<file path="config.mk">
export PLATFORM = sky130hd
export DESIGN_NAME = jimmy_p
export DESIGN_NICKNAME = d
export VERILOG_FILES = /design/src/rtl/jimmy_p.sv
export SDC_FILE = /design/constraint.sdc
export NUM_CORES = 2
export LEC_CHECK = 0
export BUFFER_PORTS_ARGS = -buffer_cell sky130_fd_sc_hd__buf_2
export CAP_MARGIN = 20
export CORE_ASPECT_RATIO = 0.5
export CORE_MARGIN = 5
export CORE_UTILIZATION = 35
export DETAILED_ROUTE_END_ITERATION = 16
export SETUP_SLACK_MARGIN = 0.3
export SLEW_MARGIN = 30
export SYNTH_ARGS = -nofsm -noshare
export SYNTH_HDL_FRONTEND = slang
export SYNTH_SLANG_ARGS = --single-unit
</file>
<file path="constraint.sdc">
create_clock -name jimmy_clk -period 7.9 [get_ports jimmy_clk]
set_clock_uncertainty 0.15 [all_clocks]
set_input_delay 0.79 -clock jimmy_clk [delete_from_list [all_inputs] [get_ports jimmy_clk]]
set_output_delay 0.79 -clock jimmy_clk [all_outputs]
set_load 0.02 [all_outputs]
</file>
<file path="src/rtl/jimmy_p.sv">
// jimmy_p: small accumulator-style CPU core with a 4-entry register file, flags, data memory and I/O ports
// Ports:
//   jimmy_clk        - sole clock, rising edge
//   reset            - synchronous, active-low
//   inst_data_bus    - program byte at inst_address_bus
//   inst_address_bus - program counter
//   in_port/out_port - NPORT flattened DW-bit ports, port k at [k*DW +: DW]
//   in_strobe        - active-low one-cycle pulse after an INPUT from that port
//   out_strobe       - active-low one-cycle pulse after an OUTPUT to that port
//   halted           - high while the core sits in HALT
// Build option: define JIMMY_STACK_EN to enable PUSH/POP/CALL/RET and the stack pointer;
// without it those opcodes are undefined and halt the core.
module jimmy_p #(
    parameter int DW     = 8,
    parameter int NPORT  = 4,
    parameter int MEM_AW = 8
) (
    input  logic                jimmy_clk,
    input  logic                reset,
    input  logic [7:0]          inst_data_bus,
    output logic [7:0]          inst_address_bus,
    input  logic [NPORT*DW-1:0] in_port,
    output logic [NPORT*DW-1:0] out_port,
    output logic [NPORT-1:0]    in_strobe,
    output logic [NPORT-1:0]    out_strobe,
    output logic                halted
);
    localparam logic [5:0] OP_ADD = 6'b000000, OP_SUB = 6'b000001, OP_MOV = 6'b000100,
        OP_NOP = 6'b000111, OP_LD_IMM = 6'b100000, OP_LD_MEM = 6'b100001, OP_ST_MEM = 6'b100010,
        OP_CMP = 6'b100011, OP_DEC = 6'b100101, OP_INPUT = 6'b100110, OP_OUTPUT = 6'b100111,
        OP_BRA = 6'b101010, OP_BHI = 6'b101100, OP_BEQ = 6'b101101, OP_PUSH = 6'b110001,
        OP_POP = 6'b110010, OP_CALL = 6'b110011, OP_RET = 6'b110100;

    typedef enum logic [1:0] {FETCH, EXECUTE, WRITE_BACK, HALT} state_t;

    // Short opcodes are zero-padded so both encodings share one 6-bit space without overlap.
    function automatic logic [5:0] decode(input logic [7:0] b);
        return b[7] ? b[7:2] : {2'b00, b[7:4]};
    endfunction

    function automatic logic known(input logic [5:0] op);
        logic k;
        k = op inside {OP_ADD, OP_SUB, OP_MOV, OP_NOP, OP_LD_IMM, OP_LD_MEM, OP_ST_MEM, OP_CMP,
                       OP_DEC, OP_INPUT, OP_OUTPUT, OP_BRA, OP_BHI, OP_BEQ};
`ifdef JIMMY_STACK_EN
        k = k | (op inside {OP_PUSH, OP_POP, OP_CALL, OP_RET});
`endif
        return k;
    endfunction

    state_t              r_state;
    logic [7:0]          r_pc, r_ir, r_imm;
    logic [DW-1:0]       r_reg [4];
    logic [DW-1:0]       r_mem [2**MEM_AW];
    logic                r_z, r_n, r_c, r_v, r_halted;
    logic [NPORT*DW-1:0] r_out_port;
    logic [NPORT-1:0]    r_in_strobe, r_out_strobe;
`ifdef JIMMY_STACK_EN
    logic [MEM_AW-1:0]   r_sp;
`endif

    logic [5:0]        w_op;
    logic [1:0]        w_ra, w_rb;
    logic [DW-1:0]     w_a, w_b, w_opd, w_res, w_ld, w_stk, w_wd;
    logic [DW:0]       w_sum;
    logic [MEM_AW-1:0] w_addr, w_wa;
    logic              w_ovf, w_taken, w_we;
    logic [DW-1:0]     w_in [4];

    assign inst_address_bus = r_pc;
    assign out_port         = r_out_port;
    assign in_strobe        = r_in_strobe;
    assign out_strobe       = r_out_strobe;
    assign halted           = r_halted;

    assign w_op   = decode(r_ir);
    assign w_ra   = r_ir[7] ? r_ir[1:0] : r_ir[3:2];
    assign w_rb   = r_ir[1:0];
    assign w_a    = r_reg[w_ra];
    assign w_b    = r_reg[w_rb];
    assign w_addr = inst_data_bus[MEM_AW-1:0];

    // Ports beyond NPORT read as zero so INPUT from them loads 0.
    for (genvar k = 0; k < 4; k++) begin : g_in
        if (k < NPORT) begin : g_on
            assign w_in[k] = in_port[k*DW +: DW];
        end else begin : g_off
            assign w_in[k] = '0;
        end
    end

`ifdef JIMMY_STACK_EN
    assign w_stk = r_mem[r_sp];
`else
    assign w_stk = '0;
`endif

    // Value for the flag-setting loads; POP is the fall-through case.
    assign w_ld = (w_op == OP_MOV)    ? w_b :
                  (w_op == OP_LD_IMM) ? DW'(inst_data_bus) :
                  (w_op == OP_LD_MEM) ? r_mem[w_addr] : w_stk;

    // Subtraction in DW+1 bits leaves the borrow in the top bit, matching unsigned A<B.
    assign w_opd = (w_op == OP_ADD || w_op == OP_SUB) ? w_b : (w_op == OP_CMP) ? DW'(r_imm) : DW'(1);
    assign w_sum = (w_op == OP_ADD) ? {1'b0, w_a} + {1'b0, w_opd} : {1'b0, w_a} - {1'b0, w_opd};
    assign w_res = w_sum[DW-1:0];
    assign w_ovf = (w_op == OP_ADD) ? (w_a[DW-1] == w_opd[DW-1]) && (w_res[DW-1] != w_a[DW-1])
                                    : (w_a[DW-1] != w_opd[DW-1]) && (w_res[DW-1] != w_a[DW-1]);

    assign w_taken = (w_op == OP_BRA) || (w_op == OP_BHI && !r_c && !r_z) || (w_op == OP_BEQ && r_z);

    always_comb begin
        w_we = 1'b0;
        w_wa = w_addr;
        w_wd = w_a;
        if (reset && r_state == EXECUTE) begin
            w_we = (w_op == OP_ST_MEM);
`ifdef JIMMY_STACK_EN
            if (w_op == OP_PUSH || w_op == OP_CALL) begin
                w_we = 1'b1;
                w_wa = r_sp;
                w_wd = (w_op == OP_CALL) ? DW'(r_pc + 8'd1) : w_a;
            end
`endif
        end
    end

    always_ff @(posedge jimmy_clk)
        if (w_we) r_mem[w_wa] <= w_wd;

    always_ff @(posedge jimmy_clk) begin
        if (!reset) begin
            r_state      <= FETCH;
            r_pc         <= '0;
            r_ir         <= '0;
            r_imm        <= '0;
            {r_z, r_n, r_c, r_v} <= '0;
            r_halted     <= 1'b0;
            r_out_port   <= '0;
            r_in_strobe  <= '1;
            r_out_strobe <= '1;
            for (int i = 0; i < 4; i++) r_reg[i] <= '0;
`ifdef JIMMY_STACK_EN
            r_sp         <= '1;
`endif
        end else begin
            r_in_strobe  <= '1;
            r_out_strobe <= '1;
            case (r_state)
                FETCH: begin
                    r_ir <= inst_data_bus;
                    if (known(decode(inst_data_bus))) begin
                        r_pc    <= r_pc + 8'd1;
                        r_state <= EXECUTE;
                    end else begin
                        r_state  <= HALT;
                        r_halted <= 1'b1;
                    end
                end
                EXECUTE: begin
                    // inst_data_bus now holds the immediate byte for two-byte ops.
                    r_imm   <= inst_data_bus;
                    r_state <= (w_op inside {OP_ADD, OP_SUB, OP_CMP, OP_DEC, OP_INPUT, OP_OUTPUT, OP_POP, OP_RET})
                               ? WRITE_BACK : FETCH;
                    if (w_op inside {OP_LD_IMM, OP_LD_MEM, OP_ST_MEM, OP_CMP, OP_BRA, OP_BHI, OP_BEQ, OP_CALL})
                        r_pc <= r_pc + 8'd1;
                    if (w_taken) r_pc <= inst_data_bus;
                    if (w_op inside {OP_MOV, OP_LD_IMM, OP_LD_MEM}) begin
                        r_reg[w_ra] <= w_ld;
                        r_z <= (w_ld == '0);
                        r_n <= w_ld[DW-1];
                        r_v <= 1'b0;
                    end
`ifdef JIMMY_STACK_EN
                    if (w_op == OP_PUSH || w_op == OP_CALL) r_sp <= r_sp - 1'b1;
                    if (w_op == OP_CALL) r_pc <= inst_data_bus;
                    if (w_op == OP_POP || w_op == OP_RET) r_sp <= r_sp + 1'b1;
`endif
                end
                WRITE_BACK: begin
                    r_state <= FETCH;
                    if (w_op inside {OP_ADD, OP_SUB, OP_CMP, OP_DEC}) begin
                        if (w_op != OP_CMP) r_reg[w_ra] <= w_res;
                        r_z <= (w_res == '0);
                        r_n <= w_res[DW-1];
                        r_v <= w_ovf;
                        if (w_op != OP_DEC) r_c <= w_sum[DW];
                    end
                    if (w_op == OP_INPUT) begin
                        r_reg[w_ra] <= w_in[w_ra];
                        for (int k = 0; k < NPORT; k++)
                            if (w_ra == 2'(k)) r_in_strobe[k] <= 1'b0;
                    end
                    if (w_op == OP_OUTPUT)
                        for (int k = 0; k < NPORT; k++)
                            if (w_ra == 2'(k)) begin
                                r_out_port[k*DW +: DW] <= w_a;
                                r_out_strobe[k]        <= 1'b0;
                            end
`ifdef JIMMY_STACK_EN
                    // sp was already advanced in EXECUTE, so it points at the popped word.
                    if (w_op == OP_POP) begin
                        r_reg[w_ra] <= w_ld;
                        r_z <= (w_ld == '0);
                        r_n <= w_ld[DW-1];
                        r_v <= 1'b0;
                    end
                    if (w_op == OP_RET) r_pc <= w_stk[7:0];
`endif
                end
                default: ;
            endcase
        end
    end
endmodule

</file>
# Word-level counts from Yosys, hierarchy flattened
# Memory sizes are Yosys's and may differ from the RTL's. A register that Yosys moved wholly into a read port is not among the register bits.
# Cells that the tools add are included.
dict set report totals {
  regBits 69
  mem_bits_rw 2080
  output_inout_bits 49
  wordCells 146
  n_memories 2
  in_bits 42
}
dict set report op_classes {
  eq_ne 39
  reduce_logical 34
  n_bitwise 4
  magnitude_cmp 1
  addsub 3
  mux 50
}
# memory words width read_ports rd_ports_with_merged_regs write_ports line
set memory_table {}
lappend memory_table {r_mem 256 8 1 0 1 54} ;# logic [DW-1:0] r_mem [2**MEM_AW];
lappend memory_table {r_reg 4 8 2 1 4 53} ;# logic [DW-1:0] r_reg [4];
# cell count
set ops {}
lappend ops {{$eq 6x6->1 const B} 23}
lappend ops {{$mux 8} 13}
lappend ops {{$reduce_and 3->1} 9}
lappend ops {{$mux 1} 24}
lappend ops {{$eq 6x3->1 const B} 3}
lappend ops {{$bmux 8 s2} 1}
lappend ops {{$logic_not 8->1} 2}
lappend ops {{$pmux 8 s2} 1}
lappend ops {{$reduce_bool 8->1} 2}
lappend ops {{$reduce_bool 14->1} 1}
lappend ops {{$eq 6x1->1 const B} 2}
lappend ops {{$logic_not 6->1} 2}
lappend ops {{$mux 2} 6}
lappend ops {{$mux 6} 2}
lappend ops {{$ne 6x6->1 const B} 2}
lappend ops {{$add 8x8->9} 1}
lappend ops {{$mux 9} 1}
lappend ops {{$sub 8x8->9} 1}
lappend ops {{$add 8x1->8 const B} 1}
lappend ops {{$reduce_or 8->1} 1}
lappend ops {{$eq 2x2->1 const B} 3}
lappend ops {{$pmux 2 s3} 1}
lappend ops {{$reduce_bool 3->1} 2}
lappend ops {{$eq 2x1->1 const B} 2}
lappend ops {{15 further kinds} 25}

# Longest topological paths before layout
dict set report depth {
  depth_word 11
  mapped_depth 18
}

# Worst setup path before layout
# Ideal clock, no wire load.
dict set report synth_timing {
  kind {register to register}
  startpoint {reg r_ir[7]}
  endpoint {reg r_z}
  arrival_ps 5297
  path_slack_ps 2382
  required_time_ps 7680
  path_stages_with_launch 16
  setup_ps 70
  path_buffers 1
  period_less_slack_ps 5518
  path_cell_list {dfxtp_1 -> mux2_2 -> buf_2 -> mux4_2 -> ha_1 -> inv_1 -> fa_1 -> nor2b_1 -> o21ai_0 -> a21boi_0 -> o21ai_0 -> a21boi_0 -> nor2_1 -> or3_1 -> o22ai_1 -> o2bb2ai_1}
}
dict set report synth_between {
  word_cells_on_any_way 29
  cone_classes {2 x add/sub; 8 x eq/ne; 11 x mux; 7 x reduce/logical; 1 x memory}
}
# element line
set synth_rtl {}
lappend synth_rtl {{start, declared} 52} ;# logic [7:0] r_pc, r_ir, r_imm;
lappend synth_rtl {{start signal, assigned} 151} ;# r_ir <= inst_data_bus;
lappend synth_rtl {{$mux 2 *} 77} ;# assign w_ra = r_ir[7] ? r_ir[1:0] : r_ir[3:2];
lappend synth_rtl {{$mem_v2 4x8 *} --}
lappend synth_rtl {{named net w_a[0]} 64} ;# logic [DW-1:0] w_a, w_b, w_opd, w_res, w_ld, w_stk, w_wd;
lappend synth_rtl {{$sub 8x8->9 or $add 8x8->9 (tied branches)} 105} ;# assign w_sum = (w_op == OP_ADD) ? {1'b0, w_a} + {1'b0, w_opd} : {1'b0, w_a} - {1'b0, w_opd};
lappend synth_rtl {{$mux 9 *} 105}
lappend synth_rtl {{$logic_not 8->1 *} 184} ;# r_z <= (w_res == '0);
lappend synth_rtl {{$mux 1 *} 182} ;# if (w_op inside {OP_ADD, OP_SUB, OP_CMP, OP_DEC}) begin
lappend synth_rtl {{$pmux 1 s2 *} 149} ;# case (r_state)
lappend synth_rtl {{end signal, assigned} 170} ;# r_z <= (w_ld == '0);
lappend synth_rtl {{end signal, assigned} 184}
lappend synth_rtl {{end, declared} 55} ;# logic r_z, r_n, r_c, r_v, r_halted;
# The timed path passes the listed nets; every way through them passes the cells marked *. The select of a mux whose other input is x is not followed.
# A chain may end at the register's enable or synchronous reset.

# Worst setup path after layout
dict set report layout_timing {
  startpoint {reg r_ir[7]}
  endpoint {reg r_z}
}
dict set report layout_between {
  elab_chain_cells 9
  word_cells_on_any_way 29
  cone_classes {2 x add/sub; 8 x eq/ne; 11 x mux; 7 x reduce/logical; 1 x memory}
}
# element line
set layout_rtl {}
lappend layout_rtl {{$mux 6} 38} ;# return b[7] ? b[7:2] : {2'b00, b[7:4]};
lappend layout_rtl {{$eq 6x6->1 (tied with other cells)} {104, 182}}
lappend layout_rtl {{$mux 8 or $logic_or 1x1->1 (tied branches)} 104} ;# assign w_opd = (w_op == OP_ADD || w_op == OP_SUB) ? w_b : (w_op == OP_CMP) ? DW'(r_imm) : DW'(1);
lappend layout_rtl {{$mux 8} 104}
lappend layout_rtl {{$sub 8x8->9 or $add 8x8->9 (tied branches)} 105}
lappend layout_rtl {{$mux 9} 105}
lappend layout_rtl {{$logic_not 8->1} 184}
lappend layout_rtl {{$mux 1} 182}
lappend layout_rtl {{$pmux 1 s2} 149}
# Parallel ways exist; a longest one is shown, timed or not. The select of a mux whose other input is x is not followed.

==> out/qor.csv <==
metric,value,unit
die_h,360.0,um
start_util,0.3521,
gr-total-overflow,0,
ys_types,89,
hpwl,163.6,mm
globalplace.congestion,0.9154,
worst-r2r-setup-slack,2460,ps
cts-hold-fix-buffers,0,
fin_tns_setup,0,ps
cts_tree,done,
cts-root-buf,clkbuf_16,
wl,256.1,mm
h-tree-depth,4,
ys_seq_elements,2151,
hold_class,input port to flop,
cp_max_fo,16,
drt_iter0_markers,7126,
power.density,275.4,mW/mm^2
critPathLaunchType,flop,
final_core_util,0.3964,
synth_area_per_cell,19.65,um^2
ant_nets,0,
synth_flop_cell,edfxtp_1,
ys_warn_count,0,
arrival,6050,ps
layout.nets,4582,
finalHoldViolations,0,
rr_worst_depth,17,
antenna_found_initial,5,
min_period_over_period,0.6892,
ys_async_sr_fraction,0,
synth_common_cells,"2,080 x edfxtp_1, 442 x mux4_2, 356 x nor2_1",
dr.pass1.iters,6,
r2r-start,r_ir[7],
yosys.area.top_type,edfxtp_1,
status,finished clean,
chipWidth,710.1,um
clock_sinks,2151,
cp.required,8500,ps
holdPathEnd,inst_address_bus[1],
fmax,183.7,MHz
io-pin-count,91,
slew_headroom,0.2145,
synth_fp_nets,4422,
synth_edf_count,2080,
syn-instance-count,4365,
drv_cap,0,
grt_pass1_vias,44680,
cts_setup_buffers,0,
clk_path_buf_depth,3,
min_period,5445,ps
viasPerCell,5.817,
largest_reg_flops,2048,
numPortBuffers,90,
grt_usage,0.1949,
core,0.2436,mm^2
r2r-end,r_z,
hold_start,reset,
drc,0,
hold_path_depth,2,
ys_seq_area_frac,0.7448,
yosysTopAreaCellShare,0.7282,
die_area,0.2557,mm^2
path_class,flop to flop,
cts-buffers-inserted,200,
drive_gt1_frac,0.2245,
fill_cells,21450,
leakagePower,30.24,nW
rows,128,
grt_pass1_wl,354.8,mm
synth_most_common_cell,edfxtp_1,
vias,46160,
holdWs,256.0,ps
worst-slew-pin-transition,1174,ps
ir_worst_vdd,0.0001986,V
setup_viol,0,
grt_start_max_net_pins,219,
syn_to_final_growth,12.59,%
clk_pin_slew_worst_paths,60,ps
cts-resized-gates,0,
slew_violations,0,
synth_area,0.08577,mm^2
rsz0062_at_grt,no,
clk_latency,830,ps
synthTopCellsByArea,"edfxtp_1 73%, mux4_2 12%, mux2i_1 2.5%",
endpoint_kind,flop,
routedWlPerCell,32.28,um
==> report_power, final <==
group,switching (mW),leakage (nW),internal (mW)
Sequential,0.0743,19.5,13.7
Combinational,2.55,7.68,0.850
Clock,4.18,3.06,5.26
==> placed cells by master (no fill, tap or decap), types with 12 or more instances in the layout <==
cell type	count
a221oi_1	22
nor2_2	42
a211oi_1	17
o21ai_0	53
clkbuf_1	50
nand2b_1	12
nor2_1	316
mux4_1	36
mux2_2	21
edfxtp_1	2080
a31oi_1	14
o22ai_1	58
nor2b_1	74
o221ai_1	14
mux2i_1	211
ha_1	14
buf_2	87
bufinv_16	15
a22o_1	21
nor4_1	13
a22oi_1	75
inv_1	30
nand2_1	106
buf_4	106
buf_12	15
nand3_1	40
clkinv_1	46
a21oi_1	56
clkbuf_16	206
mux4_2	434
clkinv_2	32
and2_1	16
nand4_1	17
dfxtp_1	71
nor3_1	26
==> cell type report <==
class | count | area (um^2) | area share
repair buffers | 224 | 1775 | 0.01839
multi-input cells | 1915 | 20440 | 0.2117
diodes | 3 | 7.507 | 0.00007774
inverters | 33 | 125.1 | 0.001296
clock inverters | 102 | 912.1 | 0.009445
flip-flops and latches | 2151 | 63880 | 0.6615
well taps | 3250 | 4066 | 0.04211
clock buffers | 257 | 5356 | 0.05547
==> metal layers <==
layer  vias up  part of all wire  global-route usage
met4         2             0.039             0.06611
li1      18320                 -                   -
met3       509              0.12             0.05781
met5         -          0.000047                   0
met2      2890              0.45              0.2921
met1     24440              0.40              0.2718
==> metrics by stage <==
step	setup WS (ps)	instance area, um^2	power [mW]	instances
floorplan	2382	85770	15.94	4365
global placement	1955	89900	17.15	7560
detailed placement	2170	90090	17.32	7566
CTS	2524	96350	26.59	7925
global route	2060	96560	27.35	7932
finish	2455	96570	26.60	7935
==> worst max path at each step <==
stage | startpoint | end | slack [ps] | cells past startpoint
finish | r_ir[7] | r_z | 2460 | 17
floorplan | r_ir[7] | r_z | 2380 | 15
detailed placement | inst_data_bus[0] | r_reg[0][5] | 2170 | 11
global placement | inst_data_bus[0] | r_reg[1][0] | 1960 | 10
global route | r_ir[7] | r_z | 2060 | 17
CTS | r_ir[7] | r_z | 2520 | 17
==> worst max-delay path, cell delays in order (launching register included) <==
cell and delay [ps]:
dfxtp_1 720, or4b_2 750, nor2_1 490, a22oi_1 270
ha_1 370, nor2_1 50, a21oi_1 220, inv_1 90
fa_1 420, nor2b_1 120, o21ai_0 90, a21boi_0 230
o21ai_0 130, a21boi_0 260, nor2_1 140, or3_1 390
o22ai_1 320, o2bb2ai_1 150
==> cell families (layout without fill, tap and decap cells) <==
| logic type | after synthesis | count (layout) | synth area share |
|---|---|---|---|
| other | 0 | 3 | 0 |
| AO/OA/AOI/OAI | 421 | 421 | 0.03492 |
| flip-flops | 2151 | 2151 | 0.7448 |
| buffers and inverters | 299 | 616 | 0.02015 |
| AND/OR/NAND/NOR | 759 | 759 | 0.04236 |
| XOR/XNOR | 10 | 10 | 0.001021 |
| multiplexers | 710 | 710 | 0.1545 |
| adder cells (fa/ha/maj) | 15 | 15 | 0.002276 |
Note: power is estimated with default switching activity, not from simulation.
